$ cat config.mk
export PLATFORM = sky130hd
export DESIGN_NAME = divisor_m
export DESIGN_NICKNAME = d
export VERILOG_FILES = /design/src/rtl/divisor_m.sv
export SDC_FILE = /design/constraint.sdc
export NUM_CORES = 1
export LEC_CHECK = 0
export ABC_CLOCK_PERIOD_IN_PS = 8300
export BUFFER_PORTS_ARGS = -buffer_cell sky130_fd_sc_hd__buf_4
export CORE_MARGIN = 4
export CORE_UTILIZATION = 35
export DETAILED_ROUTE_END_ITERATION = 7
export SETUP_SLACK_MARGIN = 0.02
export SKIP_CTS_REPAIR_TIMING = 1
export SLEW_MARGIN = 5
export SYNTH_ARGS = -nofsm -noshare
export SYNTH_HDL_FRONTEND = slang
export SYNTH_SLANG_ARGS = --single-unit
$ cat constraint.sdc
create_clock -name clk -period 8.3 [get_ports clk]
set_input_delay 0.415 -clock clk [delete_from_list [all_inputs] [get_ports clk]]
set_output_delay 0.415 -clock clk [all_outputs]
set_load 0.005 [all_outputs]
$ cat src/rtl/divisor_m.sv
// Iterative restoring divider for the rv32i M-extension: DIV, DIVU, REM, REMU.
// One quotient bit per clock; divide-by-zero and signed overflow take a short path.
module divisor_m #(
   parameter int unsigned WIDTH = 32,
   parameter int unsigned CNT_W = 6
) (
   input  logic             clk,
   input  logic             reset,
   input  logic             init,
   input  logic [1:0]       op,
   input  logic [WIDTH-1:0] DV_in,
   input  logic [WIDTH-1:0] DR_in,
   output logic             busy,
   output logic             ready,
   output logic [WIDTH-1:0] result
);

   localparam logic [WIDTH-1:0] MIN_NEG = {1'b1, {(WIDTH-1){1'b0}}};
   localparam logic [CNT_W-1:0] CNT_INIT = CNT_W'(WIDTH);
   localparam logic [CNT_W-1:0] CNT_LAST = CNT_W'(1);

   typedef enum logic [1:0] {
      S_IDLE    = 2'd0,
      S_CALC    = 2'd1,
      S_FIX     = 2'd2,
      S_SPECIAL = 2'd3
   } state_e;

   state_e           state_q, state_d;
   logic             busy_q, busy_d;
   logic             ready_q, ready_d;
   logic [WIDTH-1:0] result_q, result_d;
   logic             init_prev_q, init_prev_d;
   logic             armed_q, armed_d;
   logic [WIDTH-1:0] a_q, a_d;
   logic [WIDTH-1:0] q_q, q_d;
   logic [WIDTH-1:0] dr_q, dr_d;
   logic [CNT_W-1:0] cnt_q, cnt_d;
   logic [1:0]       op_q, op_d;
   logic             q_neg_q, q_neg_d;
   logic             r_neg_q, r_neg_d;

   logic             start;
   logic             dv_neg, dr_neg;
   logic [WIDTH-1:0] dv_mag, dr_mag;
   logic             dr_zero, ovf;
   logic [WIDTH:0]   rem_shift;
   logic [WIDTH-1:0] rem_diff;
   logic             rem_ge;
   logic [WIDTH-1:0] fix_sel;
   logic             fix_neg;

   // Start is a rising edge of init, only once init has been seen low since reset
   assign start = init & ~init_prev_q & armed_q;

   // Operand sign handling and special-case detection at the start edge
   assign dv_neg  = ~op[0] & DV_in[WIDTH-1];
   assign dr_neg  = ~op[0] & DR_in[WIDTH-1];
   assign dv_mag  = dv_neg ? (~DV_in + WIDTH'(1)) : DV_in;
   assign dr_mag  = dr_neg ? (~DR_in + WIDTH'(1)) : DR_in;
   assign dr_zero = (DR_in == '0);
   assign ovf     = ~op[0] & (DV_in == MIN_NEG) & (DR_in == '1);

   // Restoring step; the partial remainder keeps its top bit so large unsigned divisors stay exact
   assign rem_shift = {a_q, q_q[WIDTH-1]};
   assign rem_ge    = (rem_shift >= {1'b0, dr_q});
   assign rem_diff  = rem_shift[WIDTH-1:0] - dr_q;

   // Final sign correction: quotient follows q_neg, remainder follows the dividend sign
   assign fix_sel = op_q[1] ? a_q : q_q;
   assign fix_neg = ~op_q[0] & (op_q[1] ? r_neg_q : q_neg_q);

   // Next-state and datapath update
   always_comb begin
      state_d     = state_q;
      busy_d      = busy_q;
      ready_d     = ready_q;
      result_d    = result_q;
      init_prev_d = init;
      armed_d     = armed_q | ~init;
      a_d         = a_q;
      q_d         = q_q;
      dr_d        = dr_q;
      cnt_d       = cnt_q;
      op_d        = op_q;
      q_neg_d     = q_neg_q;
      r_neg_d     = r_neg_q;

      unique case (state_q)
         S_IDLE: begin
            if (start) begin
               op_d    = op;
               busy_d  = 1'b1;
               ready_d = 1'b0;
               q_neg_d = dv_neg ^ dr_neg;
               r_neg_d = dv_neg;
               if (dr_zero) begin
                  a_d     = op[1] ? DV_in : '1;
                  state_d = S_SPECIAL;
               end else if (ovf) begin
                  a_d     = op[1] ? '0 : DV_in;
                  state_d = S_SPECIAL;
               end else begin
                  a_d     = '0;
                  q_d     = dv_mag;
                  dr_d    = dr_mag;
                  cnt_d   = CNT_INIT;
                  state_d = S_CALC;
               end
            end
         end
         S_CALC: begin
            if (rem_ge) begin
               a_d = rem_diff;
               q_d = {q_q[WIDTH-2:0], 1'b1};
            end else begin
               a_d = rem_shift[WIDTH-1:0];
               q_d = {q_q[WIDTH-2:0], 1'b0};
            end
            cnt_d = cnt_q - CNT_LAST;
            if (cnt_q == CNT_LAST) begin
               state_d = S_FIX;
            end
         end
         S_FIX: begin
            result_d = fix_neg ? (~fix_sel + WIDTH'(1)) : fix_sel;
            ready_d  = 1'b1;
            busy_d   = 1'b0;
            state_d  = S_IDLE;
         end
         S_SPECIAL: begin
            result_d = a_q;
            ready_d  = 1'b1;
            busy_d   = 1'b0;
            state_d  = S_IDLE;
         end
         default: state_d = S_IDLE;
      endcase
   end

   // State and datapath registers
   always_ff @(posedge clk or negedge reset) begin
      if (!reset) begin
         state_q     <= S_IDLE;
         busy_q      <= 1'b0;
         ready_q     <= 1'b0;
         result_q    <= '0;
         init_prev_q <= 1'b0;
         armed_q     <= 1'b0;
         a_q         <= '0;
         q_q         <= '0;
         dr_q        <= '0;
         cnt_q       <= '0;
         op_q        <= '0;
         q_neg_q     <= 1'b0;
         r_neg_q     <= 1'b0;
      end else begin
         state_q     <= state_d;
         busy_q      <= busy_d;
         ready_q     <= ready_d;
         result_q    <= result_d;
         init_prev_q <= init_prev_d;
         armed_q     <= armed_d;
         a_q         <= a_d;
         q_q         <= q_d;
         dr_q        <= dr_d;
         cnt_q       <= cnt_d;
         op_q        <= op_d;
         q_neg_q     <= q_neg_d;
         r_neg_q     <= r_neg_d;
      end
   end

   assign busy   = busy_q;
   assign ready  = ready_q;
   assign result = result_q;

endmodule

# == Word level (Yosys, flattened, before mapping) ==
# Index checks and enable logic that the tools add are counted.
# word_totals
regBits,144
out_inout_bits,34
# classes
addsub,5
order_cmp,1
n_eq_ne,10
mux,31
bitwise_logic,18
reduce_logical,12
# op_table
op,count
32-bit 2-to-1 mux,13
32-bit case mux with 2 select lines,3
32-bit by 1-bit adder with 32-bit output (second input constant),3
32-bit inverter,3
32-bit == test (second input constant),2
33-bit by 32-bit >= comparator with 1-bit output,1
32-bit logical NOT,1
32-bit subtractor,1
6-bit 2-to-1 mux,3
6-bit case mux with 2 select lines,1
2-bit 2-to-1 mux,4
2-bit != test (second input constant),4
2-bit AND reduction,4
4-bit AND reduction,2
1-bit bitwise AND,7
6-bit by 1-bit == test with 1-bit output (second input constant),1
1-bit inverter,6
2-bit case mux with 3 select lines,1
2-bit nonzero test,3
6-bit by 1-bit subtractor with 6-bit output (second input constant),1
2-bit == test (second input constant),2
1-bit 2-to-1 mux,4
1-bit case mux with 2 select lines,2
2-bit by 1-bit == test with 1-bit output (second input constant),1
other kinds (4),4

# == Logic depth before layout (Yosys ltp) ==
# Gate-level depths: netlist of the first run.
# logic_depth
word_depth,7
ltp_mapped,15
depth_no_buf,13

# == Worst setup path before layout of the first run ==
# Ideal clock, no wire load.
# synth_timing
path_kind,register to register
start,register op_q[1]
end,register result_q[18] (netlist: result[18])
t_arrival_ns,3.477
slack_ns,4.698
path_stages_with_launch,16
n_path_buf,5
path_cell_list,dfrtp_1 > buf_4 > buf_4 > buf_2 > buf_2 > buf_2 > mux2i_1 > ha_1 > o221ai_1 > nor3_1 > a21o_1 > a21boi_0 > nor2b_1 > mux2i_1 > a221oi_1 > mux2_2
# synth_between
elab_chain_cells,5
elab_cells_between_ends,7
cone_classes,1 x add/sub; 4 x mux; 2 x bitwise
# synth_rtl
item,line_no,source
start: declaration,39,"logic [1:0] op_q, op_d;"
start signal: assignment,168,op_q <= op_d;
32-bit 2-to-1 mux,70,assign fix_sel = op_q[1] ? a_q : q_q;
32-bit inverter,126,result_d = fix_neg ? (~fix_sel + WIDTH'(1)) : fix_sel;
32-bit by 1-bit adder with 32-bit output,126,
32-bit 2-to-1 mux (*),126,
32-bit case mux with 2 select lines (*),89,unique case (state_q)
end signal: assignment,161,result_q <= result_d;
end: declaration,32,"logic [WIDTH-1:0] result_q, result_d;"
# Mark *: on every way between the ends. The rest lies on a longest branch, timed or not.
# A chain may end at the register's enable or synchronous reset.

# == Worst setup path after layout of the first run ==
# Same ends and word-level chain as after synthesis.

==> results.cfg, run 1 <==
[outcome]
status = complete, no violations

[place]
io_buffer_count = 102
dp.cells = 1876
globalplace.congestion = 0.936
dp_hpwl_um = 26800

[sta]
period_share_pct = 46.4
worst_pin_slew_ns = 1.25
drv_slew = 0
skew_ns = 0.0129
setup-tns-final_ns = 0
rsz0062_at_grt = false
fmax_mhz = 260
final.min_clock_period_ns = 3.85
relSlewSlack_pct = 16.7
setup_viol = 0
hold_viol = 0

[global_routing]
grt_pass1_wl_um = 55200
grt_max_degree = 90
antenna_found_initial = 0
grt_pass1_vias = 9767
overflow = 0
track_usage_pct = 20.0

[power_and_ir_drop]
power_leakage_nw = 5.60
irDropWorstVdd_v = 0.000133
p_per_area_mw_per_mm2 = 127

[clocking]
insertion_delay_ns = 0.42
clkSinkCount = 144
clkTransAtPathRegs_ns = 0.07
h-tree-depth = 4
cts_tree = built
cts_buffers = 17
clk_root_buffer_cell = clkbuf_16
clock_path_buffers = 2

[layout]
drive_gt1_share_pct = 11.7
seqCellArea_mm2 = 0.00360
nets = 1601
area_growth_pct = 15.4
antennaDiodeCount = 0
multi_input_area_mm2 = 0.00703
nFillCells = 3244
stdcell_count = 1908

[min_path]
hold_class = in -> async

[critical_path]
critPathKind = reg -> reg
crit_start = op_q[1]
cp-end-kind = flop
worstPathRequired_ns = 8.66
r2r_slack_ns = 4.45
crit_end = result[18]
rr_worst_depth = 10
r2r-end = result[18]
reg2reg_from = op_q[1]
crit_fanout = 32
critPathLaunchType = flop
cp.arrival_ns = 4.21

[detailed_routing]
drtAntennaViolNets = 0
drcViolationCount = 0
wl_per_cell_um = 18.3
num_vias = 10663
totalWireLength_um = 35000
first_pass_iters = 7
vias_per_cell = 5.59
drt_iter0_markers = 797

[die]
initial_core_util_pct = 35.3
die_y_um = 186
die_area_mm2 = 0.0347
rows = 65
die_w_um = 186
pin_count = 103
core-area_mm2 = 0.0315

[logic_synthesis]
yosys.cell_types.count = 73
synth.top_cell.area_share_pct = 32.4
synth_top_cell_by_area = dfrtp_1
synth_edf_count = 0
synthCells = 1439
yosys-top-cells-area = dfrtp_1 (32%), nand2_1 (6.0%), o21ai_0 (5.8%), xnor2_1 (5.2%), nor2_1 (4.8%)
synth_seq_area_share_pct = 32.4
synth_area_mm2 = 0.0111
synth.most_common_cell = nand2_1
synth-seq-cells = 144
yosysWarnings = 0
async_flop_share_pct = 100
ys_top_cells_by_count = nand2_1 (177), dfrtp_1 (144), nor2_1 (141), o21ai_0 (129), a21oi_1 (100)
synthFlopType = dfrtp_1
synth_fp_nets = 1547
avgSynthCellArea_um2 = 7.73

[run]
max_cap_viol_count = 0
power breakdown:
| part | internal (mW) | switching (mW) |
|---|---|---|
| Combinational | 0.0463 | 0.0715 |
| Clock | 0.490 | 0.323 |
| Sequential | 0.702 | 0.000154 |
| Total | 1.24 | 0.394 |
worst min-delay path by stage:
stage,from,endpoint,slack [ns],cells after the start
floorplan,reset,a_q[0],0.12,0
detailed placement,armed_q,armed_q,0.45,1
global route,init,init_prev_q,0.10,1
CTS,reset,result[27],0.10,1
finish,reset,result[27],0.07,1
global placement,armed_q,armed_q,0.45,1
per-layer routing:
layer | up-vias | wire (µm) | part of all wire [%] | global-route usage [%]
met5 | - | 0 | 0 | 0
met4 | 0 | 668 | 1.9 | 5.36
met3 | 49 | 2050 | 5.8 | 2.12
met2 | 371 | 15100 | 43 | 30.2
met1 | 5013 | 17100 | 49 | 30.4
li1 | 5230 | - | - | -
final cells by class:
type | count | share of cell area, %
clock buffer | 19 | 3.53
clock inverter | 13 | 1.24
inverter | 58 | 1.70
multi-input combinational | 1157 | 54.8
sequential | 144 | 28.1
tap | 402 | 3.92
timing repair buffer | 115 | 6.76
worst max-delay path: stages, from the launching register on:
cell      delay (ns)
dfrtp_2         0.75
mux2i_1         0.36
ha_1            0.24
o221ai_1        0.18
nor3_1          0.31
a21o_1          0.22
a21boi_0        0.52
nor2b_1         0.38
mux2i_1         0.13
a221oi_1        0.44
mux2_2          0.23
cells by family after synthesis:
group	after synthesis	share of synthesized area [%]
adder cells (fa/ha/maj)	39	4.45
AND/OR/NAND/NOR	490	20.1
buffers and inverters	138	4.82
XOR/XNOR	116	9.13
flip-flops	144	32.4
multiplexers	43	3.98
AO/OA/AOI/OAI	469	25.1
cell usage in the layout (no fill, tap or decap), drive strengths merged, types with 9 or more instances in the layout:
cell type / netlist / layout
a211oi: 13 / 13
a21o: 21 / 21
a21oi: 100 / 100
a22oi: 10 / 10
a31oi: 14 / 14
and2: 10 / 10
buf: 13 / 115
clkbuf: 67 / 19
dfrtp: 144 / 144
ha: 38 / 38
inv: 57 / 60
mux2: 10 / 10
mux2i: 33 / 33
nand2: 178 / 178
nand2b: 14 / 14
nand3: 20 / 20
nand4: 17 / 17
nor2: 141 / 141
nor3: 51 / 51
nor4: 17 / 17
o211ai: 12 / 12
o21ai: 218 / 218
o2bb2ai: 9 / 9
o31ai: 22 / 22
or3: 9 / 9
or4: 9 / 9
xnor2: 66 / 66
xor2: 50 / 50
state kept, by name, summed over array words and instances (netlist names):
| name | count |
|---|---|
| dr_q | 32 |
| a_q | 32 |
| cnt_q | 6 |
| q_neg_q | 1 |
| r_neg_q | 1 |
| result | 32 |
| op_q | 2 |
| state_q | 2 |
| init_prev_q | 1 |
| ready | 1 |
| q_q | 32 |
| busy | 1 |
| armed_q | 1 |
stage by stage:
| step | area, µm² | util [%] | setup slack (ns) | power, mW | hold slack (ns) |
|---|---|---|---|---|---|
| 2_1_floorplan | 11100 | - | 4.70 | 0.760 | 0.119 |
| 3_3_place_gp | 12200 | 38.8 | 4.54 | 0.833 | 0.451 |
| 3_5_place_dp | 12200 | 38.8 | 4.54 | 0.834 | 0.452 |
| 4_1_cts | 12800 | 40.8 | 4.50 | 1.64 | 0.104 |
| 5_1_grt | 12800 | 40.8 | 4.29 | 1.69 | 0.103 |
| 6_report | 12800 | 40.8 | 4.45 | 1.63 | 0.0658 |
Note: power is estimated with default switching activity, not from simulation.
==> run 2: changes to the inputs <==
--- a/config.mk
+++ b/config.mk
@@ -5,7 +5,8 @@
 export SDC_FILE = /design/constraint.sdc
 export NUM_CORES = 1
 export LEC_CHECK = 0
-export ABC_CLOCK_PERIOD_IN_PS = 8300
+export ABC_AREA = 1
+export ABC_CLOCK_PERIOD_IN_PS = 3600
 export BUFFER_PORTS_ARGS = -buffer_cell sky130_fd_sc_hd__buf_4
 export CORE_MARGIN = 4
 export CORE_UTILIZATION = 35
==> constraint.sdc (replaced) <==
create_clock -name clk -period 3.6 [get_ports clk]
set_input_delay 0.18 -clock clk [delete_from_list [all_inputs] [get_ports clk]]
set_output_delay 0.18 -clock clk [all_outputs]
set_load 0.005 [all_outputs]
==> results.cfg, run 2 <==
[logic_synthesis]
synth-seq-cells = 144
synthXorXnorAreaFrac_pct = 4.25
yosys-top-cells-area = dfrtp_1 (27%), nand2_1 (24%), inv_1 (8.3%), nand3_1 (5.8%), nor2_1 (5.6%)
synth.most_common_cell = nand2_1
yosysWarnings = 0
avgSynthCellArea_um2 = 5.95
synth_seq_area_share_pct = 27.3
synthCells = 2216
synth.top_cell.area_share_pct = 27.3
async_flop_share_pct = 100
synth_mux_area_share_pct = 0
synth_compound_area_share_pct = 12.8
synthFlopType = dfrtp_1
synth_top_family_by_area = simple AND/OR/NAND/NOR gates
yosys.cell_types.count = 48
synth-simple-area-share_pct = 40.6
synth_top_cell_by_area = dfrtp_1
ys_top_cells_by_count = nand2_1 (859), inv_1 (291), nor2_1 (197), nand3_1 (153), dfrtp_1 (144)
synth_edf_count = 0
synth_fp_nets = 2324
synth_area_mm2 = 0.0132
synthAdderAreaFrac_pct = 3.76

[power_and_ir_drop]
power_frac_comb_pct = 8.4
irDropWorstVdd_v = 0.000366
total_power_mw = 4.06
p_sw_mw = 0.975
power_leakage_nw = 8.06
switching_share_pct = 24.0
p_per_area_mw_per_mm2 = 267
clkPwrFrac_pct = 51.7
p_int_mw = 3.09
p_seq_share_pct = 39.8

[layout]
nets = 2402
drive_gt1_share_pct = 8.80
area_growth_pct = 15.5
layout_commonest_cell = nand2_1
antennaDiodeCount = 0
nFillCells = 4058
layout_common_cells = nand2_1 (859), inv_1 (291), nor2_1 (196)

[global_routing]
grt_max_degree = 87
track_usage_pct = 24.2
grt_pass1_vias = 13180
busiest_layer = met2
grtUsageMet2_pct = 37.0
antenna_found_initial = 1
met1_usage_pct = 35.8
grt_pass1_wl_um = 77800
grtUsageMet3_pct = 3.96
overflow = 0

[critical_path]
crit_path_cell_trace = ha_1, a21oi_1, nand2_1, a21oi_1, nand3_1, inv_2, nand2_2, nand2_1, o21ai_0, nand2_1, o21ai_1
worstPathRequired_ns = 3.93
critPathKind = reg -> reg
critPathBufInv = 1
crit_start = a_q[27]
r2r_slack_ns = 0.56
critical_path.most_common_cell = nand2_1
cp-end-kind = flop
crit_slowest_cell = dfrtp_1
path_delay_family = simple AND/OR/NAND/NOR gates
reg2reg_from = a_q[27]
rr_worst_depth = 11
crit_fanout = 28
cp.arrival_ns = 3.37
critPathLaunchType = flop
worst_path_largest_cell_delay_ns = 0.44
r2r-end = q_q[0]

[min_path]
holdPathEnd = dr_q[28]
hold_depth = 3
hp-start = DR_in[28]
hold_class = in -> reg

[clocking]
clock_path_buffers = 2
h-tree-depth = 4
cts_buffers = 17
clk_root_buffer_cell = clkbuf_16
insertion_delay_ns = 0.45
clkTransAtPathRegs_ns = 0.07
cts_tree = built
clkSinkCount = 144

[detailed_routing]
wl_per_cell_um = 17.8
num_vias = 14287
drcViolationCount = 0
drt_iter0_markers = 1451
vias_per_cell = 5.08
first_pass_iters = 5
drtAntennaViolNets = 0
totalWireLength_um = 50100

[sta]
period_share_pct = 84.5
setup_viol = 0
drv_slew = 0
relSlewSlack_pct = 43.2
setup-tns-final_ns = 0
hold_viol = 0
worst_pin_slew_ns = 0.852
rsz0062_at_grt = false
final.min_clock_period_ns = 3.04
fmax_mhz = 329
skew_ns = 0.0146

[die]
core-area_mm2 = 0.0369
die_w_um = 202
die_y_um = 202
die_area_mm2 = 0.0408
pin_count = 103
rows = 70
initial_core_util_pct = 35.8

[place]
io_buffer_count = 102
globalplace.congestion = 0.966
dp_hpwl_um = 40200

[outcome]
status = complete, no violations

[run]
max_cap_viol_count = 0
[run 2: cell count changes in the layout (fill, tap and decap cells not counted), moves of 43 or more]
| cell | change |
|---|---|
| nand3_1 | +133 |
| nor2_1 | +56 |
| nand2_1 | +682 |
| xnor2_1 | -43 |
| inv_1 | +235 |
| o21ai_1 | -47 |
[run 2: worst max path at each step]
stage                     endpoint  cells after the start
after floorplan            a_q[10]                     17
final                       q_q[0]                     11
after global routing       a_q[29]                     17
after CTS                   q_q[0]                     11
after global placement      q_q[0]                     11
after detailed placement    q_q[0]                     11
[run 2: metal layers]
| metal | vias to the layer above | routed length [µm] | share of wire (%) |
|---|---|---|---|
| met3 | 49 | 3270 | 6.5 |
| met5 | - | 10 | 0.020 |
| met1 | 6577 | 24400 | 49 |
| met2 | 493 | 21600 | 43 |
| li1 | 7166 | - | - |
| met4 | 2 | 857 | 1.7 |
[run 2: cell families after synthesis]
kind of cell | count (synthesis)
and+or+nand+nor | 1300
DFF | 144
buffers and inverters | 376
adders and majority gates | 39
xor gates and xnor gates | 64
AOI/OAI and AO/OA | 293
[run 2: cell type report]
| cell class | instances | area, µm² | area share [%] |
|---|---|---|---|
| sequential | 144 | 3600 | 23.7 |
| tap | 504 | 631 | 4.14 |
| inverter | 302 | 1140 | 7.46 |
| clock buffer | 23 | 478 | 3.14 |
| timing repair buffer | 133 | 1070 | 7.06 |
| clock inverter | 9 | 203 | 1.33 |
| multi-input combinational | 1696 | 8100 | 53.2 |
[run 2: worst reg2reg max path: stages (launching register included)]
cell and delay, ns:
dfrtp_1 0.44, ha_1 0.41, a21oi_1 0.23, nand2_1 0.11, a21oi_1 0.29, nand3_1 0.14
inv_2 0.43, nand2_2 0.24, nand2_1 0.27, o21ai_0 0.19, nand2_1 0.10, o21ai_1 0.06
[run 2: per-stage QoR]
step	hold slack (ns)	util [%]	instance area, µm²	cells	setup slack [ns]
finish	0.0547	41.3	15200	2811	0.557
detailed placement	0.308	39.3	14500	2775	0.655
floorplan	-0.116	-	13200	2216	1.45
CTS	-0.166	41.2	15200	2807	0.639
global route	0.0729	41.3	15200	2811	0.333
global placement	0.309	39.3	14500	2775	0.629
[run 2: power by group through the flow]
stage	Combinational, mW	Clock, mW	Sequential, mW
floorplan	0.131	0	1.65
global placement	0.336	0	1.65
detailed placement	0.335	0	1.65
CTS	0.335	2.13	1.62
global route	0.375	2.21	1.62
finish	0.342	2.10	1.62
